$ cat src/rtl/rv32i_pkg.sv
// Shared RV32I definitions for the memory stage.
//   - funct3 encodings for loads and stores
//   - major opcode constants for LOAD / STORE
//   - memory-stage FSM state type
//   - alignment helper used by the MEM stage
package rv32i_pkg;

  localparam logic [2:0] F3_LB  = 3'b000;
  localparam logic [2:0] F3_LH  = 3'b001;
  localparam logic [2:0] F3_LW  = 3'b010;
  localparam logic [2:0] F3_LBU = 3'b100;
  localparam logic [2:0] F3_LHU = 3'b101;
  localparam logic [2:0] F3_SB  = 3'b000;
  localparam logic [2:0] F3_SH  = 3'b001;
  localparam logic [2:0] F3_SW  = 3'b010;

  localparam logic [6:0] OPC_LOAD  = 7'b0000011;
  localparam logic [6:0] OPC_STORE = 7'b0100011;

  typedef enum logic {
    ST_IDLE = 1'b0,
    ST_WAIT = 1'b1
  } mem_state_e;

  // Size comes from funct3[1:0]; byte accesses can never be misaligned.
  function automatic logic is_misaligned(input logic [2:0] funct3,
                                         input logic [1:0] ea_lo);
    logic mis;
    mis = 1'b0;
    case (funct3[1:0])
      2'b01:   mis = ea_lo[0];
      2'b10:   mis = (ea_lo != 2'b00);
      default: mis = 1'b0;
    endcase
    return mis;
  endfunction

endpackage

$ cat src/rtl/mem_load_align.sv
// Load lane selection and extension.
//   rdata  : full 32-bit word returned by data memory
//   offset : byte offset of the effective address
//   funct3 : load type (LB/LH/LW/LBU/LHU, 11x treated as word)
//   data   : selected lane, sign- or zero-extended to 32 bits
module mem_load_align
  import rv32i_pkg::*;
(
  input  logic [31:0] rdata,
  input  logic [1:0]  offset,
  input  logic [2:0]  funct3,
  output logic [31:0] data
);

  logic        [31:0] shifted;
  logic signed [7:0]  lane_b;
  logic signed [15:0] lane_h;

  always_comb begin
    shifted = rdata >> {offset, 3'b000};
    lane_b  = shifted[7:0];
    lane_h  = shifted[15:0];
    case (funct3)
      F3_LB:   data = {{24{lane_b[7]}}, lane_b};
      F3_LH:   data = {{16{lane_h[15]}}, lane_h};
      F3_LBU:  data = {24'd0, lane_b};
      F3_LHU:  data = {16'd0, lane_h};
      default: data = rdata;
    endcase
  end

endmodule

$ cat src/rtl/mem_stage.sv
// RV32I MEM pipeline stage: EX/MEM register, data-memory handshake FSM,
// store lane steering and load extension toward WB.
//   i_clk, i_rst           : clock, synchronous active-high reset
//   i_valid .. i_pass      : EX-stage instruction, controls and sideband
//   o_stall                : freeze upstream while a request waits for ack
//   o_dmem_*/i_dmem_*      : word-aligned data memory port
//   o_valid .. o_pass      : combinational results to WB
module mem_stage
  import rv32i_pkg::*;
#(
  parameter int PASS_W = 192
) (
  input  logic              i_clk,
  input  logic              i_rst,
  input  logic              i_valid,
  input  logic              i_mem_read,
  input  logic              i_mem_write,
  input  logic              i_reg_write,
  input  logic              i_mem_to_reg,
  input  logic [31:0]       i_alu_result,
  input  logic [31:0]       i_rs2_data,
  input  logic [2:0]        i_funct3,
  input  logic [4:0]        i_rd,
  input  logic [PASS_W-1:0] i_pass,
  output logic              o_stall,
  output logic              o_dmem_req,
  output logic [31:0]       o_dmem_addr,
  output logic              o_dmem_wen,
  output logic [3:0]        o_dmem_mask,
  output logic [31:0]       o_dmem_wdata,
  input  logic              i_dmem_ack,
  input  logic [31:0]       i_dmem_rdata,
  output logic              o_valid,
  output logic [31:0]       o_mem_read_data,
  output logic [31:0]       o_mem_read_data_raw,
  output logic [31:0]       o_alu_result,
  output logic [4:0]        o_rd,
  output logic              o_reg_write,
  output logic              o_mem_to_reg,
  output logic              o_mem_read,
  output logic              o_mem_write,
  output logic [2:0]        o_funct3,
  output logic [31:0]       o_dmem_addr_full,
  output logic [1:0]        o_byte_offset,
  output logic [3:0]        o_mask,
  output logic [31:0]       o_wdata,
  output logic              o_unaligned_mem,
  output logic [PASS_W-1:0] o_pass
);

  function automatic logic [3:0] store_mask(input logic [2:0] funct3,
                                            input logic [1:0] off);
    logic [3:0] m;
    case (funct3[1:0])
      2'b00:   m = 4'b0001 << off;
      2'b01:   m = 4'b0011 << off;
      default: m = 4'b1111;
    endcase
    return m;
  endfunction

  // Replicating the narrow datum to every lane lets the mask alone pick the target bytes.
  function automatic logic [31:0] store_wdata(input logic [2:0]  funct3,
                                              input logic [31:0] rs2);
    logic [31:0] w;
    case (funct3[1:0])
      2'b00:   w = {4{rs2[7:0]}};
      2'b01:   w = {2{rs2[15:0]}};
      default: w = rs2;
    endcase
    return w;
  endfunction

  // ---- EX -> MEM boundary (p1) ----
  logic              vld_p1;
  logic              mem_read_p1;
  logic              mem_write_p1;
  logic              reg_write_p1;
  logic              mem_to_reg_p1;
  logic [31:0]       alu_p1;
  logic [31:0]       rs2_p1;
  logic [2:0]        funct3_p1;
  logic [4:0]        rd_p1;
  logic [PASS_W-1:0] pass_p1;

  always_ff @(posedge i_clk) begin
    if (i_rst) begin
      vld_p1        <= 1'b0;
      mem_read_p1   <= 1'b0;
      mem_write_p1  <= 1'b0;
      reg_write_p1  <= 1'b0;
      mem_to_reg_p1 <= 1'b0;
      alu_p1        <= '0;
      rs2_p1        <= '0;
      funct3_p1     <= '0;
      rd_p1         <= '0;
      pass_p1       <= '0;
    end else if (!o_stall) begin
      vld_p1        <= i_valid;
      mem_read_p1   <= i_mem_read;
      mem_write_p1  <= i_mem_write;
      reg_write_p1  <= i_reg_write;
      mem_to_reg_p1 <= i_mem_to_reg;
      alu_p1        <= i_alu_result;
      rs2_p1        <= i_rs2_data;
      funct3_p1     <= i_funct3;
      rd_p1         <= i_rd;
      pass_p1       <= i_pass;
    end
  end

  logic misaligned;
  logic mem_access;
  logic mem_op;

  assign misaligned = is_misaligned(funct3_p1, alu_p1[1:0]);
  assign mem_access = vld_p1 & (mem_read_p1 | mem_write_p1);
  assign mem_op     = mem_access & ~misaligned;

  mem_state_e state_q;
  mem_state_e state_d;

  always_ff @(posedge i_clk) begin
    if (i_rst) state_q <= ST_IDLE;
    else       state_q <= state_d;
  end

  always_comb begin
    state_d = state_q;
    case (state_q)
      ST_IDLE: if (mem_op && !i_dmem_ack) state_d = ST_WAIT;
      ST_WAIT: if (i_dmem_ack)            state_d = ST_IDLE;
      default:                            state_d = ST_IDLE;
    endcase
  end

  // The request is held in both states; the FSM only remembers that we are waiting.
  always_comb begin
    o_dmem_req = 1'b0;
    case (state_q)
      ST_IDLE: o_dmem_req = mem_op;
      ST_WAIT: o_dmem_req = mem_op;
      default: o_dmem_req = 1'b0;
    endcase
  end

  // Stall is combinational so the first cycle of a slow access is already frozen.
  assign o_stall = o_dmem_req & ~i_dmem_ack;

  logic [31:0] load_ext;
  logic        load_done;
  logic [3:0]  lane_mask;
  logic [31:0] lane_wdata;

  mem_load_align u_load_align (
    .rdata  (i_dmem_rdata),
    .offset (alu_p1[1:0]),
    .funct3 (funct3_p1),
    .data   (load_ext)
  );

  assign load_done  = o_dmem_req & i_dmem_ack & mem_read_p1;
  assign lane_mask  = (mem_op & mem_write_p1) ? store_mask(funct3_p1, alu_p1[1:0]) : 4'b0000;
  assign lane_wdata = store_wdata(funct3_p1, rs2_p1);

  assign o_dmem_addr  = {alu_p1[31:2], 2'b00};
  assign o_dmem_wen   = mem_write_p1;
  assign o_dmem_mask  = lane_mask;
  assign o_dmem_wdata = lane_wdata;

  // ---- MEM -> WB boundary (combinational) ----
  assign o_valid             = vld_p1 & ~o_stall;
  assign o_mem_read_data     = load_done ? load_ext : 32'd0;
  assign o_mem_read_data_raw = i_dmem_rdata;
  assign o_alu_result        = alu_p1;
  assign o_rd                = rd_p1;
  assign o_reg_write         = reg_write_p1;
  assign o_mem_to_reg        = mem_to_reg_p1;
  assign o_mem_read          = mem_read_p1;
  assign o_mem_write         = mem_write_p1;
  assign o_funct3            = funct3_p1;
  assign o_dmem_addr_full    = alu_p1;
  assign o_byte_offset       = alu_p1[1:0];
  assign o_mask              = lane_mask;
  assign o_wdata             = lane_wdata;
  assign o_unaligned_mem     = mem_access & misaligned;
  assign o_pass              = pass_p1;

endmodule

$ cat config.mk
export PLATFORM = sky130hd
export DESIGN_NAME = mem_stage
export DESIGN_NICKNAME = d
export VERILOG_FILES = /design/src/rtl/rv32i_pkg.sv /design/src/rtl/mem_load_align.sv /design/src/rtl/mem_stage.sv
export SDC_FILE = /design/constraint.sdc
export NUM_CORES = 1
export LEC_CHECK = 0
export ABC_CLOCK_PERIOD_IN_PS = 4800
export BUFFER_PORTS_ARGS = -buffer_cell sky130_fd_sc_hd__buf_2
export CAP_MARGIN = 20
export CORE_AREA = 2 2 294 296
export CTS_BUF_LIST = sky130_fd_sc_hd__clkbuf_8 sky130_fd_sc_hd__clkbuf_16
export CTS_CLUSTER_SIZE = 30
export DETAILED_ROUTE_END_ITERATION = 7
export DIE_AREA = 0 0 296 298
export GPL_ROUTABILITY_DRIVEN = 0
export PLACE_DENSITY = 0.45
export RECOVER_POWER = 25
export SETUP_SLACK_MARGIN = 0.02
export SLEW_MARGIN = 20
export SYNTH_ARGS = -nofsm -noshare
export SYNTH_HDL_FRONTEND = slang
export SYNTH_SLANG_ARGS = --single-unit
$ cat constraint.sdc
create_clock -name i_clk -period 4.8 [get_ports i_clk]
set_input_delay 0.72 -clock i_clk [delete_from_list [all_inputs] [get_ports i_clk]]
set_output_delay 0.72 -clock i_clk [all_outputs]
set_load 0.01 [all_outputs]
Yosys cells after proc, flatten, opt, wreduce, memory -nomap -nowiden
Cells that the tools add are included.
Storage, ports and cells
  bits in latches: 0
  bits in writable memories: 0
  register bits: 269
  logic and storage cells: 39
  memory bits (read-only): 0
  memories: 0
Operators by class
  shift-type cells: 3
  multipliers: 0
  magnitude comparators: 0
  div/mod/pow operators: 0
  eq/ne operators: 5
  multiplexer cells: 6
  bitwise operators: 12
  $add $sub $neg: 0
  reductions and logical operators: 3
Operators with widths (count)
  32-bit case mux with 4 select lines: 1
  32-bit case mux with 2 select lines: 1
  32-bit 2-to-1 mux: 1
  32-bit by 5-bit right shift with 16-bit output: 1
  1-bit bitwise AND: 8
  4-bit case mux with 2 select lines: 1
  3-bit == test, second input constant: 2
  4-bit 2-to-1 mux: 1
  1-bit by 2-bit << shifter with 4-bit output, first input constant: 1
  2-bit by 2-bit << shifter with 4-bit output, first input constant: 1
  3-bit by 1-bit == test with 1-bit output, second input constant: 1
  3-bit zero test: 1
  1-bit NOT: 3
  2-bit by 1-bit == test with 1-bit output, second input constant: 1
  2-bit == test, second input constant: 1
  2-bit zero test: 1
  1-bit case mux with 2 select lines: 1
  2-bit nonzero test: 1
  1-bit OR: 1

Logic depth before layout (Yosys ltp)
  depth in word-level cells: 7
  gate-level depth with buffers: 12
  depth with buffers taken out: 7

Hierarchy
From an unflattened synthesis, not the netlist that was laid out.
Unflattened totals
  cell total of the unflattened synthesis: 1524
  area total of the unflattened synthesis: 14431.3 um^2
By module, submodules not included
  mem_stage: area each 13739.4 um^2, instances 1, cells each 1418
  mem_load_align: area each 691.9 um^2, instances 1, cells each 106

Worst setup path before layout
No wires, ideal clock.
  path type: register to output
  start point: reg funct3_p1[1] (netlist: o_funct3[1])
  end point: out o_mem_read_data[14]
  arrival time: 2387 ps
  buffers on the path: 4
  setup slack: 1693 ps
  cell stages (with the launch flop): 10
  path through: dfxtp_1 -> clkbuf_1 -> clkbuf_1 -> inv_1 -> ha_1 -> clkbuf_1 -> nor2_1 -> clkbuf_1 -> nand2_1 -> a31oi_1
On the way
  word-level cells in the longest chain between the ends: 7
  elaborated cells between the ends (all ways): 13
  those cells by class: eq/ne: 5; mux: 3; bitwise: 4; reduce/logical: 1
Ends and longest elaborated chain
  from (decl): RTL line mem_stage.sv:82  | logic [2:0] funct3_p1;
  from (signal assigned): RTL line mem_stage.sv:106  | funct3_p1 <= i_funct3;
  2-bit == test or 2-bit by 1-bit == test with 1-bit output (tied branches): RTL line rv32i_pkg.sv:30  | case (funct3[1:0])
  1-bit case mux with 2 select lines: RTL line rv32i_pkg.sv:30
  1-bit NOT: RTL line mem_stage.sv:118  | assign mem_op = mem_access & ~misaligned;
  1-bit bitwise AND: RTL line mem_stage.sv:118
  1-bit bitwise AND (2 in series): RTL line mem_stage.sv:162  | assign load_done = o_dmem_req & i_dmem_ack & mem_read_p1;
  32-bit 2-to-1 mux *: RTL line mem_stage.sv:173  | assign o_mem_read_data = load_done ? load_ext : 32'd0;
  to (decl): RTL line mem_stage.sv:34  | output logic [31:0] o_mem_read_data,
Mark *: on every way between the ends. The rest lies on a longest branch, timed or not.

Final worst setup path
  start point: reg funct3_p1[0] (netlist: o_funct3[0])
  end point: out o_mem_read_data[0]
Same word-level chain as after synthesis.

==> metrics <==
post-synth top area share 46.2%; final worst path period need around 4000 ps; setup violators final 0; drt pass-1 iters 5; crit-path max cell delay ~640 ps; P_leak between 0.007 and 0.008 uW; status finished clean; IO Pins ~750; Post-synth top flop dfxtp_1; Warnings, synthesis 0; register area share after synthesis between 40% and 50%; vias per inst about 3.7; via count approximately 12k; Util after Layout between 15 and 20%; number of flops mapped to enable cells by yosys 0; max_cap viols 0; Cell Area, Synth ~12,000 um2; commonest non-fill, non-tap cell in the layout buf_2; row count 107; Peak VDD IR 0.224 mV; final WL ~55,000 um; Slew HR approximately 39%; first-pass GRT wire length roughly 77,000 um; fmax between 200 and 300 MHz; Starting DRT DRC Count 508; Final Hold Viols 0; # H-tree levels 2; Die Wd between 200 and 300 um; residual DRC count 0; Post-CTS Resized 0; grt ovf 0; Final ANT Viol Nets 0; most frequent cells in the layout buf_2, nand2_1, a21oi_1, dfxtp_1, clkbuf_1; final worst-path cycle share between 80% and 90%; post-synthesis async set-or-reset flop share 0%; initial antenna violation count 11; setup TNS 0 ps; CP Data Required Time roughly 4000 ps; clock-pin slew on the worst setup and hold paths ~60 ps; max reg flops between 150 and 200; Worst-Skew Late Latency 540 ps; Setup Skew about 11 ps; Worst setup SP type flop; Syn Inst Count 1,535; vias in the first global route between 10k and 15k; P per Cell Area between 300 and 400 nW/um2; worst-margin pin slew between 900 and 1000 ps; fin nets 2,390; die area a little under 90,000 um2; Worst path most repeated cell nor2_1; cts hold-fix bufs 0; max-slew violation count 0; CTS sink cnt between 200 and 300; total track usage a little under an eighth; CTS tree yes; largest net degree at the start of global routing 107; Core Box Area 84,900 um2; biggest area consumer among synthesized cells dfxtp_1; port bufs 744; wire length per cell 16.9 um; clock root buffer clkbuf_16; average size of a mapped cell 7.59 um2; layout cell share with drive strength beyond 1 between 30% and 40%; Die Y 298 um; Max Buffers Root-to-Sink 3; worst hold path class input pin to flop; Synth area leaders dfxtp_1, nand2_1, a21oi_1; crit path cell chain inv_1, ha_1, nor2_1, buf_4, nor2_1, nor2_1, nor3_1, buf_2; RSZ-0062 raised after global routing false; Yosys reg bits ~270; CP Capture Type primary output; HPWL after DPL roughly 42,000 um; P&R area growth vs syn 40.0%; critical path class flop to primary output; critical path arrival 3220 ps; CP max stage cell ha_1; Initial Util between 10 and 15%; Post-CTS Setup Inserts 0; Cell variety after synth 35; CTS buffer count 35; crit-path max FO 22
critical path, delay by kind of cell, from the launching register on:
kind | cells | cell delay [ps]
adders and majority gates | 1 | 640
buffers and inverters | 3 | 560
DFF | 1 | 350
and+or+nand+nor | 4 | 1130
logic make-up after synthesis:
kind of cell / Yosys count / share of synthesized area (%)
multiplexers: 9 / 0.773
AO/OA/AOI/OAI: 353 / 16.2
AND/OR/NAND/NOR: 636 / 21.4
buffers and inverters: 263 / 14.9
flip-flops: 269 / 46.2
adder cells (fa/ha/maj): 4 / 0.430
other: 1 / 0.0322
synthesized netlist by cell type, drive strengths merged, types with 2 or more instances:
cell type,n
nand2,563
a21oi,298
dfxtp,269
buf,211
clkbuf,39
nor2,36
o21ai,17
a21o,16
inv,13
mux2i,9
a22o,8
a31oi,8
and2,8
nand2b,8
nor3,8
ha,4
nor2b,4
or2,3
nand3,2
nand4b,2
through the flow:
stage	hold WS, ps	cells	total power, uW	setup WS [ps]	area, um2
floorplan	432	1536	3020	1690	11700
global placement	436	3189	3450	1420	15300
detailed placement	441	3189	3450	1430	15300
CTS	336	3249	6280	815	16500
global route	377	3251	6410	726	16300
finish	398	3253	6100	859	16300
final timing paths:
check / start / to / slack (ps) / cells past startpoint
worst max-delay path: o_funct3[0] / o_mem_read_data[0] / 860 / 8
worst min-delay path: i_valid / vld_p1 / 400 / 3
worst max register to register: o_funct3[0] / o_pass[15] / 1750 / 7
worst min register to register: o_pass[42] / o_pass[42] / 450 / 2
report_power, final:
part / internal [uW] / total [uW] / switching [uW]
logic: 333 / 895 / 562
clock network: 1670 / 2740 / 1070
registers: 2370 / 2470 / 97.2
total: 4380 / 6100 / 1730
area by class of cell:
class | count | area (um2)
Antenna cell | 4 | 10.0
Clock buffer | 42 | 983
Clock inverter | 18 | 208
Fill cell | 9875 | 68600
Inverter | 13 | 56.3
Multi-Input combinational cell | 1004 | 4530
Sequential cell | 269 | 5390
Tap cell | 1144 | 1430
Timing Repair Buffer | 759 | 3700
layer usage:
layer | wire length, um | up-vias | track usage (%)
met4 | 3100 | 10 | 6.17
li1 | - | 5896 | -
met1 | 20600 | 5429 | 12.5
met3 | 4400 | 122 | 3.25
met5 | 54 | - | 0
met2 | 26900 | 505 | 20.7
Power figures use the tool's default switching activity.
